$ cat config.mk
export PLATFORM = sky130hd
export DESIGN_NAME = pixel_lpf
export DESIGN_NICKNAME = d
export VERILOG_FILES = /design/src/rtl/pixel_lpf.sv
export SDC_FILE = /design/constraint.sdc
export NUM_CORES = 1
export LEC_CHECK = 0
export BUFFER_PORTS_ARGS = -buffer_cell sky130_fd_sc_hd__buf_2
export CORE_ASPECT_RATIO = 1.4
export CORE_MARGIN = 2
export CORE_UTILIZATION = 42
export DETAILED_ROUTE_END_ITERATION = 6
export PLACE_DENSITY = 0.54
export SLEW_MARGIN = 25
export SYNTH_ARGS = -nofsm -noshare
export SYNTH_HDL_FRONTEND = slang
export SYNTH_SLANG_ARGS = --single-unit
$ cat constraint.sdc
create_clock -name clk -period 4.9 [get_ports clk]
set_input_delay 0.245 -clock clk [delete_from_list [all_inputs] [get_ports clk]]
set_output_delay 0.245 -clock clk [all_outputs]
set_load 0.02 [all_outputs]
$ cat src/rtl/pixel_lpf.sv
// Horizontal [1 2 1]/4 low-pass filter on the 18-bit capture stream, with an output
// FIFO drained one pixel at a time through the request_pixel / pixel_flag handshake.
module pixel_lpf #(
  parameter int LINE_WIDTH = 640,
  parameter int FIFO_DEPTH = 16
) (
  input  logic        clk,
  input  logic        reset,
  input  logic        frame_flag_in,
  input  logic [17:0] vid_pixel,
  input  logic        vid_valid,
  input  logic        request_pixel,
  output logic [17:0] pixel,
  output logic        pixel_flag,
  output logic        frame_flag,
  output logic        overflow
);

  localparam int AW = $clog2(FIFO_DEPTH);
  localparam int CW = $clog2(LINE_WIDTH + 1);

  typedef enum logic [1:0] {IDLE, FIRST, RUN, FLUSH} state_t;

  // 8-bit sum peaks at 254, so the shifted result always fits in 6 bits
  function automatic logic [5:0] tap(input logic [5:0] a, input logic [5:0] b,
                                     input logic [5:0] c);
    logic [7:0] s;
    s = {2'b00, a} + {1'b0, b, 1'b0} + {2'b00, c} + 8'd2;
    return s[7:2];
  endfunction

  function automatic logic [17:0] filt(input logic [17:0] a, input logic [17:0] b,
                                       input logic [17:0] c);
    return {tap(a[17:12], b[17:12], c[17:12]),
            tap(a[11:6],  b[11:6],  c[11:6]),
            tap(a[5:0],   b[5:0],   c[5:0])};
  endfunction

  state_t          state;
  logic [CW-1:0]   col;
  logic [17:0]     prev;
  logic [17:0]     cur;
  logic [17:0]     mem [FIFO_DEPTH];
  logic [AW-1:0]   wr_ptr;
  logic [AW-1:0]   rd_ptr;
  logic [AW:0]     count;

  logic            fifo_empty;
  logic            fifo_full;
  logic            pop;
  logic            wr_req;
  logic            wr_drop;
  logic            wr_en;
  logic            flush_drop;
  logic [17:0]     wr_data;

  assign fifo_empty = (count == '0);
  assign fifo_full  = (count == (AW+1)'(FIFO_DEPTH));
  // A frame start clears the FIFO, so it also suppresses the pop of that cycle
  assign pop        = !fifo_empty && request_pixel && !pixel_flag && !frame_flag_in;
  assign wr_req     = !frame_flag_in && ((state == RUN && vid_valid) || state == FLUSH);
  assign wr_data    = (state == FLUSH) ? filt(prev, cur, cur) : filt(prev, cur, vid_pixel);
  assign wr_drop    = wr_req && fifo_full && !pop;
  assign wr_en      = wr_req && !wr_drop;
  assign flush_drop = (state == FLUSH) && vid_valid;

  always_ff @(posedge clk) begin
    if (wr_en && !reset) mem[wr_ptr] <= wr_data;
  end

  always_ff @(posedge clk) begin
    if (reset) begin
      state      <= IDLE;
      col        <= '0;
      prev       <= '0;
      cur        <= '0;
      wr_ptr     <= '0;
      rd_ptr     <= '0;
      count      <= '0;
      pixel      <= '0;
      pixel_flag <= 1'b0;
      frame_flag <= 1'b0;
      overflow   <= 1'b0;
    end else begin
      frame_flag <= frame_flag_in;
      pixel_flag <= pop;
      if (pop) pixel <= mem[rd_ptr];

      if (frame_flag_in) begin
        state    <= FIRST;
        col      <= '0;
        wr_ptr   <= '0;
        rd_ptr   <= '0;
        count    <= '0;
        overflow <= flush_drop;
      end else begin
        if (wr_en) wr_ptr <= wr_ptr + 1'b1;
        if (pop)   rd_ptr <= rd_ptr + 1'b1;
        case ({wr_en, pop})
          2'b10:   count <= count + 1'b1;
          2'b01:   count <= count - 1'b1;
          default: count <= count;
        endcase
        if (flush_drop || wr_drop) overflow <= 1'b1;

        case (state)
          IDLE: ;
          FIRST: begin
            if (vid_valid) begin
              prev  <= vid_pixel;
              cur   <= vid_pixel;
              col   <= CW'(1);
              state <= RUN;
            end
          end
          RUN: begin
            if (vid_valid) begin
              prev <= cur;
              cur  <= vid_pixel;
              col  <= col + 1'b1;
              if (col == CW'(LINE_WIDTH - 1)) state <= FLUSH;
            end
          end
          FLUSH: begin
            col   <= '0;
            state <= FIRST;
          end
          default: state <= IDLE;
        endcase
      end
    end
  end

endmodule

Yosys cells after proc, flatten, opt, wreduce, memory -nomap -nowiden
Memories as Yosys holds them, arrays and structs flattened. A register that Yosys moved wholly into a read port is not among the register bits. Index checks and enable logic that the tools add are counted.

Memories: 1. Flip-flop bits (word level): 64. Input port bits: 23. Memory bits (writable): 288. Word-level logic and storage cells: 94.

Memories: mem (words 16, bits a word 18, rd ports 1, clocked after Yosys merged registers in 1, wr ports 1, line 43) `logic [17:0] mem [FIFO_DEPTH];`.

Equality and inequality tests: 13. Add/subtract/negate cells: 20. Reductions and logical operators: 31. Mux-type cells: 17. Bitwise gates (word level): 1.

Operator list (count): $mux 18 (3); $add 8x2->8 const B (6); $add 8x6->8 (6); $pmux 18 s2 (1); $pmux 10 s3 (1); $add 6x7->8 (3); $mux 10 (2); $reduce_and 4->1 (3); $add 10x1->10 const B (1); $eq 10x10->1 const B (1); $logic_and 1x1->1 (10); $pmux 5 s2 (1); $add 4x1->4 const B (2); $eq 2x2->1 const B (3); $logic_not 1->1 (6); $mux 2 (3); $ne 3x3->1 const B (2); $pmux 2 s3 (1); $reduce_and 3->1 (2); $reduce_bool 2->1 (3); $add 5x1->5 const B (1); $eq 5x5->1 const B (1); $logic_not 5->1 (1); $mux 1 (5); 10 further kinds (14).

Logic depth before layout (Yosys ltp)
Gate-level depths: netlist of run 1.

Depth after elaboration: 12. Gate-level depth with buffers: 12.

Least setup slack after synthesis of run 1
Ideal clock, no wire load.

Path kind: register to register. From: register cur[12]. To: memory mem[0][17] (data pin). Arrival: 3.233 ns. Data required time: 4.611 ns. Library setup time: 0.289 ns. Stages on the path, launching flop included: 13. Path slack: 1.378 ns. Cells stage by stage: dfxtp_1 -> ha_1 -> fa_1 -> a21o_1 -> a21oi_1 -> xnor2_1 -> ha_1 -> ha_1 -> o21ai_0 -> o21bai_1 -> maj3_1 -> o2bb2ai_1 -> xor2_1.

Cells in the longest elaborated chain, start to end: 4.

Ends and longest elaborated chain: from (decl) (line 42) `logic [17:0] cur;`; from (signal assigned) (line 111) `cur <= vid_pixel;`; from (signal assigned) (line 119) `cur <= vid_pixel;`; $add 6x7->8 (line 28) `s = {2'b00, a} + {1'b0, b, 1'b0} + {2'b00, c} + 8'd2;`; $add 8x6->8 (line 28); $add 8x2->8 (line 28); $mux 18 (*) (line 62) `assign wr_data = (state == FLUSH) ? filt(prev, cur, cur) : filt(prev, cur, vid_pixel);`; named net wr_data[17] (line 55) `logic [17:0] wr_data;`; to (decl) (line 43).

Mark *: on every way through the listed nets, which the timed path passes. The rest lies on a longest branch.

Final worst setup path of run 1
From: register cur[12]. To: memory mem[9][17] (data pin).

Same word-level chain as after synthesis.

==> results of run 1 <==
## cell type report
| cell class | instances | area [um2] | area share (%) |
|---|---|---|---|
| sequential | 370 | 10300 | 53.5 |
| multi-input combinational | 674 | 6210 | 32.2 |
| clock buffer | 41 | 941 | 4.88 |
| timing repair buffer | 100 | 701 | 3.64 |
| tap | 528 | 661 | 3.43 |
| clock inverter | 26 | 290 | 1.51 |
| inverter | 43 | 161 | 0.838 |
## power by group through the flow
stage                     Sequential, uW  Clock (uW)  Combinational, uW
after detailed placement            3710           0                740
after global routing                3650        3080                852
after global placement              3710           0                723
after CTS                           3640        2980                755
after floorplan                     3710           0                462
final                               3640        2900                752
## cell usage in the layout, fill, tap and decap left out, types with 10 or more instances in the layout
cell             n
edfxtp_1       288
nand2_1         98
mux4_2          90
ha_1            87
dfxtp_1         78
a21oi_1         64
nor2_1          64
inv_1           43
buf_2           43
buf_4           38
clkbuf_16       37
o21ai_0         28
mux2i_1         24
xnor2_1         21
a211oi_1        21
xor2_1          19
dlygate4sd3_1   18
nor2_2          16
nor2b_1         12
nand3b_1        10
fa_1            10
## stage by stage
stage	total power, uW	instances	utilization, %	setup slack (ns)	cell area [um2]
finish	7300	1782	48.8	1.11	19300
global route	7580	1782	48.8	0.807	19300
CTS	7380	1782	48.7	0.824	19200
detailed placement	4450	1697	45.2	0.840	17800
global placement	4430	1697	45.2	0.941	17800
floorplan	4170	1136	-	1.38	16800
## registers in the layout, summed over array words and instances, names as in the netlist, 2 cells and up
register and count:
col 10, count 5, cur 18, mem 288, pixel 18, prev 18, rd_ptr 4, state 2
wr_ptr 4
## routing by layer
layer / share of wire, % / up-vias / wire length (um)
met5: 0.019 / - / 7
met4: 1.9 / 2 / 718
met3: 3.1 / 52 / 1140
met2: 53 / 131 / 19600
met1: 42 / 4880 / 15700
li1: - / 4517 / -
## kinds of logic after synthesis
| group | after synthesis | share of synthesized area, % |
|---|---|---|
| simple gates | 255 | 7.06 |
| flops | 370 | 61.1 |
| fa+ha+maj | 98 | 7.71 |
| compound gates | 165 | 6.07 |
| buf+inv | 92 | 2.43 |
| xor+xnor | 41 | 2.13 |
| mux | 115 | 13.5 |
## worst min-delay path, stage by stage
cell     delay (ns)
buf_2          0.14
a21oi_1        0.07
nor2_1         0.07
## how the worst max path moves through the flow
stage	from	to	slack (ns)
floorplan	cur[12]$_SDFFE_PP0P_	mem[0][17]$_DFFE_PP_	1.38
global placement	cur[12]$_SDFFE_PP0P_	mem[2][17]$_DFFE_PP_	0.94
detailed placement	cur[12]$_SDFFE_PP0P_	mem[3][17]$_DFFE_PP_	0.84
CTS	cur[12]$_SDFFE_PP0P_	mem[9][17]$_DFFE_PP_	0.82
global route	cur[12]$_SDFFE_PP0P_	mem[8][17]$_DFFE_PP_	0.81
finish	cur[12]$_SDFFE_PP0P_	mem[9][17]$_DFFE_PP_	1.11
## timing repair
item / in CTS / in global routing
hold buffers: 18 / 0
gates resized for setup: 0 / 0
endpoints found under the hold margin: 18 / 0
==> flow_metrics.env, run 1 <==
export IMPL_status="finished clean"
export IMPL_min_period_ns=3.79
export IMPL_cts_max_level=2
export IMPL_p_leak_uw=0.00663
export IMPL_die_height_um=241
export IMPL_cpMaxStageDelayCell="xor2_2"
export IMPL_fp_dieArea_um2=41700
export IMPL_ant_nets=0
export IMPL_cp_start_kind="register"
export IMPL_async_flop_share_pct=0
export IMPL_p_clk_share_pct=39.8
export IMPL_fmax_mhz=264
export IMPL_drive_above_1_share_pct=20.6
export IMPL_worstPathArrival_ns=4.04
export IMPL_grt_max_degree=57
export IMPL_num_vias=9582
export IMPL_worst_slew_pin_slew_ns=0.968
export IMPL_cts_setup_buffers=0
export IMPL_setup_viol=0
export IMPL_reg2reg_depth=12
export IMPL_die_w_um=173
export IMPL_grt_use_total_pct=18.1
export IMPL_grt_pass1_vias=9757
export IMPL_num_rows=86
export IMPL_grt_setup_unrepaired="false"
export IMPL_min_path_type="input port to register"
export IMPL_use_met3_pct=2.38
export IMPL_worstReg2RegEnd="mem[9][17]$_DFFE_PP_"
export IMPL_routedWlPerCell_um=20.8
export IMPL_synth_edf_count=288
export IMPL_syn_nets=1256
export IMPL_cts_tree="done"
export IMPL_seqPwrFrac_pct=49.9
export IMPL_hpwl_um=23500
export IMPL_fillerInstances=3436
export IMPL_min_path_cells=3
export IMPL_synth_top_flop_cell="edfxtp_1"
export IMPL_worstHoldStart="vid_valid"
export IMPL_yosys_warnings=0
export IMPL_insertion_delay_ns=0.53
export IMPL_cp_end_kind="register"
export IMPL_overflow=0
export IMPL_synth_cell_types=58
export IMPL_path_cells="ha_1 -> fa_1 -> a21o_1 -> a21oi_1 -> xnor2_1 -> ha_1 -> ha_1 -> o21ai_0 -> o21bai_1 -> maj3_1 -> o2bb2ai_1 -> xor2_2"
export IMPL_diodes=0
export IMPL_slew_violations=0
export IMPL_synth_top_area_cell="edfxtp_1"
export IMPL_drt_initial_drc_count=588
export IMPL_slowest_delay_ns=0.50
export IMPL_start_util_pct=42.7
export IMPL_fin_nets=1346
export IMPL_clock_sinks=370
export IMPL_crit_reg2reg_launch="cur[12]$_SDFFE_PP0P_"
export IMPL_yosys_register_bits=370
export IMPL_path_depth=12
export IMPL_synth_top_cells_by_area="edfxtp_1 51%, mux4_2 12%, dfxtp_1 9.7%"
export IMPL_root_buffer="clkbuf_16"
export IMPL_syn2layout_area_growth_pct=14.3
export IMPL_clk_path_buf_depth=3
export IMPL_reg2reg_slack_ns=1.11
export IMPL_intPower_uw=5600
export IMPL_slew_headroom_pct=35.5
export IMPL_grt_use_met1_pct=22.0
export IMPL_grt_pass1_wl_um=56900
export IMPL_ir_drop_mv=0.232
export IMPL_crit_buf_inv=0
export IMPL_io_buffers=43
export IMPL_dr_pass1_iters=5
export IMPL_path_delay_family="adder cells"
export IMPL_drc=0
export IMPL_yosysTopAreaCellShare_pct=51.3
export IMPL_ys_seq_area_share_pct=61.1
export IMPL_io_pins=44
export IMPL_skew_ns=0.0174
export IMPL_hold_viol=0
export IMPL_holdWs_ns=0.0380
export IMPL_vias_per_cell=5.38
export IMPL_synth_most_common_cell="edfxtp_1"
export IMPL_swShare_pct=23.3
export IMPL_numCtsBuffers=37
export IMPL_p_sw_uw=1700
export IMPL_core_area_um2=39500
export IMPL_holdPathEnd="overflow$_SDFFE_PP0P_"
export IMPL_critPathKind="register to register"
export IMPL_grt_busiest_layer="met2"
export IMPL_clk_pin_slew_ns=0.06
export IMPL_met2_usage_pct=33.9
export IMPL_period_share_pct=77.4
export IMPL_antenna_found_initial=1
export IMPL_synth_area_um2=16800
export IMPL_gp_congestion=0.754
export IMPL_syn_inst=1136
export IMPL_syn_area_per_cell_um2=14.8
export IMPL_synth_common_cells="288 x edfxtp_1, 98 x nand2_1, 90 x mux4_2"
export IMPL_setup_tns_ns=0
export IMPL_p_per_area_nw_per_um2=379
export IMPL_cp_max_fo=16
export IMPL_max_cap_violations=0
export IMPL_drt_wl_total_um=37100
export IMPL_power_frac_comb_pct=10.3
export IMPL_cpMostUsedCell="ha_1"
export IMPL_critPathRequiredTime_ns=5.15
No activity file was read; power rests on OpenSTA's default activity.
==> inputs of run 2 (changes only) <==
- clock period: 4.9 -> 3.6 ns (I/O delays scaled with it)
==> run 2 against run 1 <==
Sequential cell count is the same. Clock-buffer cell count is 6 higher. Sequential share of layout area shrank 1.7 points. Die area did not move. Worst hold slack lost 0.018 ns. Register-to-register slack worse by 0.96 ns. Setup slack lost 0.96 ns. Non-clock buffer count rose by 49. Total power increased by 40%. Critical path type unchanged. Largest power group unchanged.
==> flow_metrics.env, run 2 (synthesis gave the netlist of run 1 again) <==
export IMPL_die_height_um=241
export IMPL_fin_area_um2=19900
export IMPL_multi_input_area_um2=6320
export IMPL_fmax_mhz=290
export IMPL_p_total_uw=10200
export IMPL_critPathRequiredTime_ns=3.88
export IMPL_final_seq_area_um2=10300
export IMPL_drive_above_1_share_pct=24.0
export IMPL_layout_common_cells="288 x edfxtp_1, 98 x nand2_1, 90 x mux4_2, 84 x ha_1, 79 x buf_4"
export IMPL_worstPathArrival_ns=3.73
export IMPL_core_area_um2=39500
export IMPL_skew_ns=0.00968
export IMPL_routedWlPerCell_um=20.7
export IMPL_grt_pass1_wl_um=59200
export IMPL_num_vias=9657
export IMPL_vias_per_cell=5.27
export IMPL_layout_commonest_cell="edfxtp_1"
export IMPL_cpMostUsedCell="buf_4"
export IMPL_slowest_delay_ns=0.37
export IMPL_status="finished clean"
export IMPL_post_dp_cell_area_um2=18200
export IMPL_drc=0
export IMPL_cp_end_kind="register"
export IMPL_ant_nets=0
export IMPL_p_leak_uw=0.00692
export IMPL_io_pins=44
export IMPL_period_share_pct=95.7
export IMPL_ir_drop_mv=0.258
export IMPL_dr_wl_met2_um=20600
export IMPL_drt_initial_drc_count=473
export IMPL_drt_wl_total_um=38000
export IMPL_start_util_pct=42.7
export IMPL_max_cap_violations=0
export IMPL_worst_slew_pin_slew_ns=0.989
export IMPL_gp_congestion=0.788
export IMPL_slew_headroom_pct=34.1
export IMPL_hpwl_um=24900
export IMPL_antenna_found_initial=0
export IMPL_crit_start="prev[13]$_SDFFE_PP0P_"
export IMPL_slew_violations=0
export IMPL_fp_dieArea_um2=41700
export IMPL_dr_pass1_iters=4
export IMPL_clock_sinks=370
export IMPL_clk_pin_slew_ns=0.06
export IMPL_grt_max_degree=49
export IMPL_cts_tree="done"
export IMPL_topRoutingLayerUsed="met4"
export IMPL_route_layer_met1_wl_um=15500
export IMPL_cts_max_level=2
export IMPL_setup_viol=0
export IMPL_route_met3_wl_um=1080
export IMPL_largest_reg_flops=288
export IMPL_fin_nets=1395
export IMPL_cpMaxStageDelayCell="fa_2"
export IMPL_insertion_delay_ns=0.53
export IMPL_top_register="mem"
export IMPL_numCtsBuffers=37
export IMPL_p_per_area_nw_per_um2=514
export IMPL_diodes=0
export IMPL_overflow=0
export IMPL_crit_reg2reg_launch="prev[13]$_SDFFE_PP0P_"
export IMPL_path_cells="ha_2 -> fa_2 -> a21o_1 -> a21oi_2 -> xnor2_2 -> buf_4 -> ha_4 -> ha_4 -> buf_4 -> o2111ai_1 -> nand4b_1 -> xnor2_1 -> o211ai_1 -> xor2_2 -> buf_4 -> buf_4"
export IMPL_syn2layout_area_growth_pct=18.1
export IMPL_critPathKind="register to register"
export IMPL_fillerInstances=3422
export IMPL_setup_tns_ns=0
export IMPL_min_path_type="input port to register"
export IMPL_root_buffer="clkbuf_16"
export IMPL_cp_max_fo=8
export IMPL_num_rows=86
export IMPL_die_w_um=173
export IMPL_grt_use_total_pct=18.7
export IMPL_hold_viol=0
export IMPL_final_core_util_pct=50.4
export IMPL_worstHoldStart="frame_flag_in"
export IMPL_cp_start_kind="register"
export IMPL_clk_path_buf_depth=3
export IMPL_grt_pass1_vias=10300
export IMPL_io_buffers=43
export IMPL_min_period_ns=3.45
[run 2: area by class of cell]
| cell class | instances | share of cell area, % |
|---|---|---|
| well taps | 528 | 3.32 |
| clock inverters | 21 | 1.44 |
| multi-input cells | 674 | 31.8 |
| repair buffers | 149 | 5.78 |
| clock buffers | 47 | 5.11 |
| inverters | 43 | 0.811 |
| flip-flops and latches | 370 | 51.8 |
[run 2: path summary, 6_finish.rpt]
kind / endpoint / slack, ns / cells past startpoint
max: mem[14][16]$_DFFE_PP_ / 0.15 / 16
min: frame_flag$_SDFF_PP0_ / 0.02 / 2
max reg2reg: mem[14][16]$_DFFE_PP_ / 0.15 / 16
min reg2reg: pixel[15]$_SDFFE_PP0P_ / 0.45 / 2
[run 2: worst max-delay path: cells and delay by family, from the launching register on]
kind | cells | cell delay (ns)
AND/OR/NAND/NOR | 1 | 0.16
adder cells (fa/ha/maj) | 4 | 1.01
XOR/XNOR | 3 | 0.35
buffers and inverters | 4 | 0.62
flip-flops | 1 | 0.32
AO/OA/AOI/OAI | 4 | 0.73
[run 2: repair_timing]
item                                   CTS  global route
buffers inserted                         1             1
setup endpoints to repair               48            64
pin swaps                                0             6
endpoints found under the hold margin   22             0
hold buffers                            19             0
gates resized for setup                  4            15
gates cloned                             0             1
[run 2: routing by layer]
layer | global-route usage, % | up-vias
met5 | 0 | -
met4 | 4.98 | 0
met3 | 2.43 | 49
met2 | 36.0 | 132
met1 | 22.0 | 4858
li1 | - | 4618
[run 2: metrics by stage]
stage,hold WS [ns],instances,setup WS (ns)
finish,0.0195,1832,0.154
global route,0.0157,1832,-0.0153
CTS,0.00698,1830,0.0229
detailed placement,0.445,1742,-0.367
global placement,0.441,1742,-0.282
floorplan,0.316,1136,0.0779
[run 2: power breakdown]
group	internal (uW)	switching [uW]	total (uW)	leakage [uW]
sequential	4930	27.5	4950	0.00324
clock	2510	1630	4140	0.000613
combinational	449	698	1150	0.00306
total	7880	2350	10200	0.00692
==> inputs of run 3 (changes only) <==
- CELL_PAD_IN_SITES_DETAIL_PLACEMENT: default -> 0
- CELL_PAD_IN_SITES_GLOBAL_PLACEMENT: default -> 1
- CORE_ASPECT_RATIO: 1.4 -> 0.75
- PLACE_DENSITY: 0.54 -> 0.62
==> run 3 against run 2 <==
Combinational power about the same. Sequential cell count unchanged. Largest cell class unchanged. Sequential power about the same. Critical endpoint is now mem[10][17]$_DFFE_PP_. Critical path depth decreased by 2. Via count increased by 2.4%. Total power decreased by 0.63%. Die area about the same. Final cell count decreased by 1.1%. Clock skew increased by 0.020 ns. Largest power group unchanged. Clock-buffer cell count decreased by 3. Global-route usage increased by 0.32 points. Critical path type unchanged.
==> flow_metrics.env, run 3 (synthesis gave the netlist of run 1 again) <==
export IMPL_path_depth=14
export IMPL_antenna_found_initial=0
export IMPL_path_cells="ha_1 -> fa_2 -> buf_4 -> xor2_2 -> ha_1 -> ha_1 -> buf_4 -> nor2b_1 -> nor3_2 -> o21bai_1 -> maj3_2 -> o2bb2ai_2 -> xor2_2 -> buf_4"
export IMPL_clk_pin_slew_ns=0.07
export IMPL_top_register="mem"
export IMPL_crit_reg2reg_launch="prev[13]$_SDFFE_PP0P_"
export IMPL_hold_viol=0
export IMPL_min_path_cells=2
export IMPL_start_util_pct=42.6
export IMPL_crit_start="prev[13]$_SDFFE_PP0P_"
export IMPL_critPathRequiredTime_ns=4.00
export IMPL_cp_start_kind="register"
export IMPL_min_period_ns=3.41
export IMPL_num_rows=63
export IMPL_final_seq_area_um2=10300
export IMPL_skew_ns=0.0298
export IMPL_drive_above_1_share_pct=23.2
export IMPL_insertion_delay_ns=0.54
export IMPL_reg2reg_depth=14
export IMPL_num_vias=9886
export IMPL_multi_input_area_um2=6280
export IMPL_cts_max_level=2
export IMPL_drc=0
export IMPL_clk_path_buf_depth=3
export IMPL_p_leak_uw=0.00684
export IMPL_root_buffer="clkbuf_16"
export IMPL_dr_pass1_iters=7
export IMPL_numCtsBuffers=38
export IMPL_cts_tree="done"
export IMPL_min_path_type="input port to register"
export IMPL_critPathKind="register to register"
export IMPL_grt_pass1_wl_um=59700
export IMPL_path_delay_family="adder cells"
export IMPL_grt_setup_unrepaired="false"
export IMPL_die_height_um=177
export IMPL_reg2reg_slack_ns=0.19
export IMPL_largest_reg_flops=288
export IMPL_fmax_mhz=293
export IMPL_hpwl_um=24900
export IMPL_setup_viol=0
export IMPL_crit_buf_inv=3
export IMPL_slew_violations=0
export IMPL_cp_max_fo=8
export IMPL_worstPathArrival_ns=3.81
export IMPL_routedWlPerCell_um=21.5
export IMPL_drt_initial_drc_count=741
export IMPL_slew_headroom_pct=35.4
export IMPL_period_share_pct=94.7
export IMPL_p_total_uw=10200
export IMPL_slowest_delay_ns=0.35
export IMPL_worstHoldStart="frame_flag_in"
export IMPL_diodes=0
export IMPL_layoutNonFillerInstCount=1811
export IMPL_overflow=0
export IMPL_cpMaxStageDelayCell="fa_2"
export IMPL_drt_wl_total_um=39000
export IMPL_worst_slew_pin_slew_ns=0.966
export IMPL_gp_congestion=0.774
export IMPL_syn2layout_area_growth_pct=17.0
export IMPL_cp_end_kind="register"
export IMPL_ant_nets=0
export IMPL_layout_common_cells="288 x edfxtp_1, 98 x nand2_1, 90 x mux4_2, 86 x ha_1, 79 x dfxtp_1"
export IMPL_layout_commonest_cell="edfxtp_1"
export IMPL_core_area_um2=39600
export IMPL_die_w_um=235
export IMPL_final_core_util_pct=49.8
export IMPL_clock_sinks=370
export IMPL_max_cap_violations=0
export IMPL_place_ws_ns=-0.315
export IMPL_fillerInstances=3454
export IMPL_holdWs_ns=0.0584
export IMPL_grt_max_degree=59
export IMPL_placed_cells=1723
export IMPL_fp_dieArea_um2=41700
export IMPL_vias_per_cell=5.46
export IMPL_io_buffers=43
export IMPL_status="finished clean"
export IMPL_grt_pass1_vias=9743
export IMPL_fin_nets=1385
export IMPL_worst_slack_ns=0.190
export IMPL_p_per_area_nw_per_um2=516
export IMPL_io_pins=44
export IMPL_ir_drop_mv=0.318
export IMPL_grt_use_total_pct=19.0
run 3: stage by stage:
step / setup TNS [ns] / area [um2]
6_report: 0 / 19700
3_3_place_gp: -3.68 / 18100
2_1_floorplan: 0 / 16800
4_1_cts: 0 / 19700
5_1_grt: 0 / 19700
3_5_place_dp: -6.94 / 18100
run 3: repair_timing:
action                                  4_1_cts  5_1_grt
endpoints found under the setup margin       48       96
pin swaps                                     0        0
hold buffers                                 20        0
resized for setup                            11        9
cloned                                        1        0
endpoints found under the hold margin        30        0
buffers inserted                              0        1
run 3: cell type report:
class / instances / share of cell area (%)
flip-flops and latches: 370 / 52.2
multi-input cells: 674 / 31.9
repair buffers: 138 / 5.30
clock buffers: 44 / 4.94
well taps: 520 / 3.30
clock inverters: 22 / 1.55
inverters: 43 / 0.819
run 3: path summary, 6_finish.rpt:
kind	end
worst max-delay path	mem[10][17]$_DFFE_PP_
worst min-delay path	frame_flag$_SDFF_PP0_
worst max register to register	mem[10][17]$_DFFE_PP_
worst min register to register	pixel[3]$_SDFFE_PP0P_
run 3: power breakdown:
part | leakage [uW] | internal, uW | total [uW] | switching, uW
Clock | 0.000613 | 2450 | 4100 | 1650
Combinational | 0.00298 | 423 | 1120 | 696
Sequential | 0.00324 | 4930 | 4950 | 28.4
run 3: layer usage:
layer  up-vias  track usage (%)  wire [um]
met5         -                0          0
met4         0             3.82        596
met3        44             2.75       1930
met2       216             28.2      16900
met1      5033             29.9      19500
li1       4593                -          -
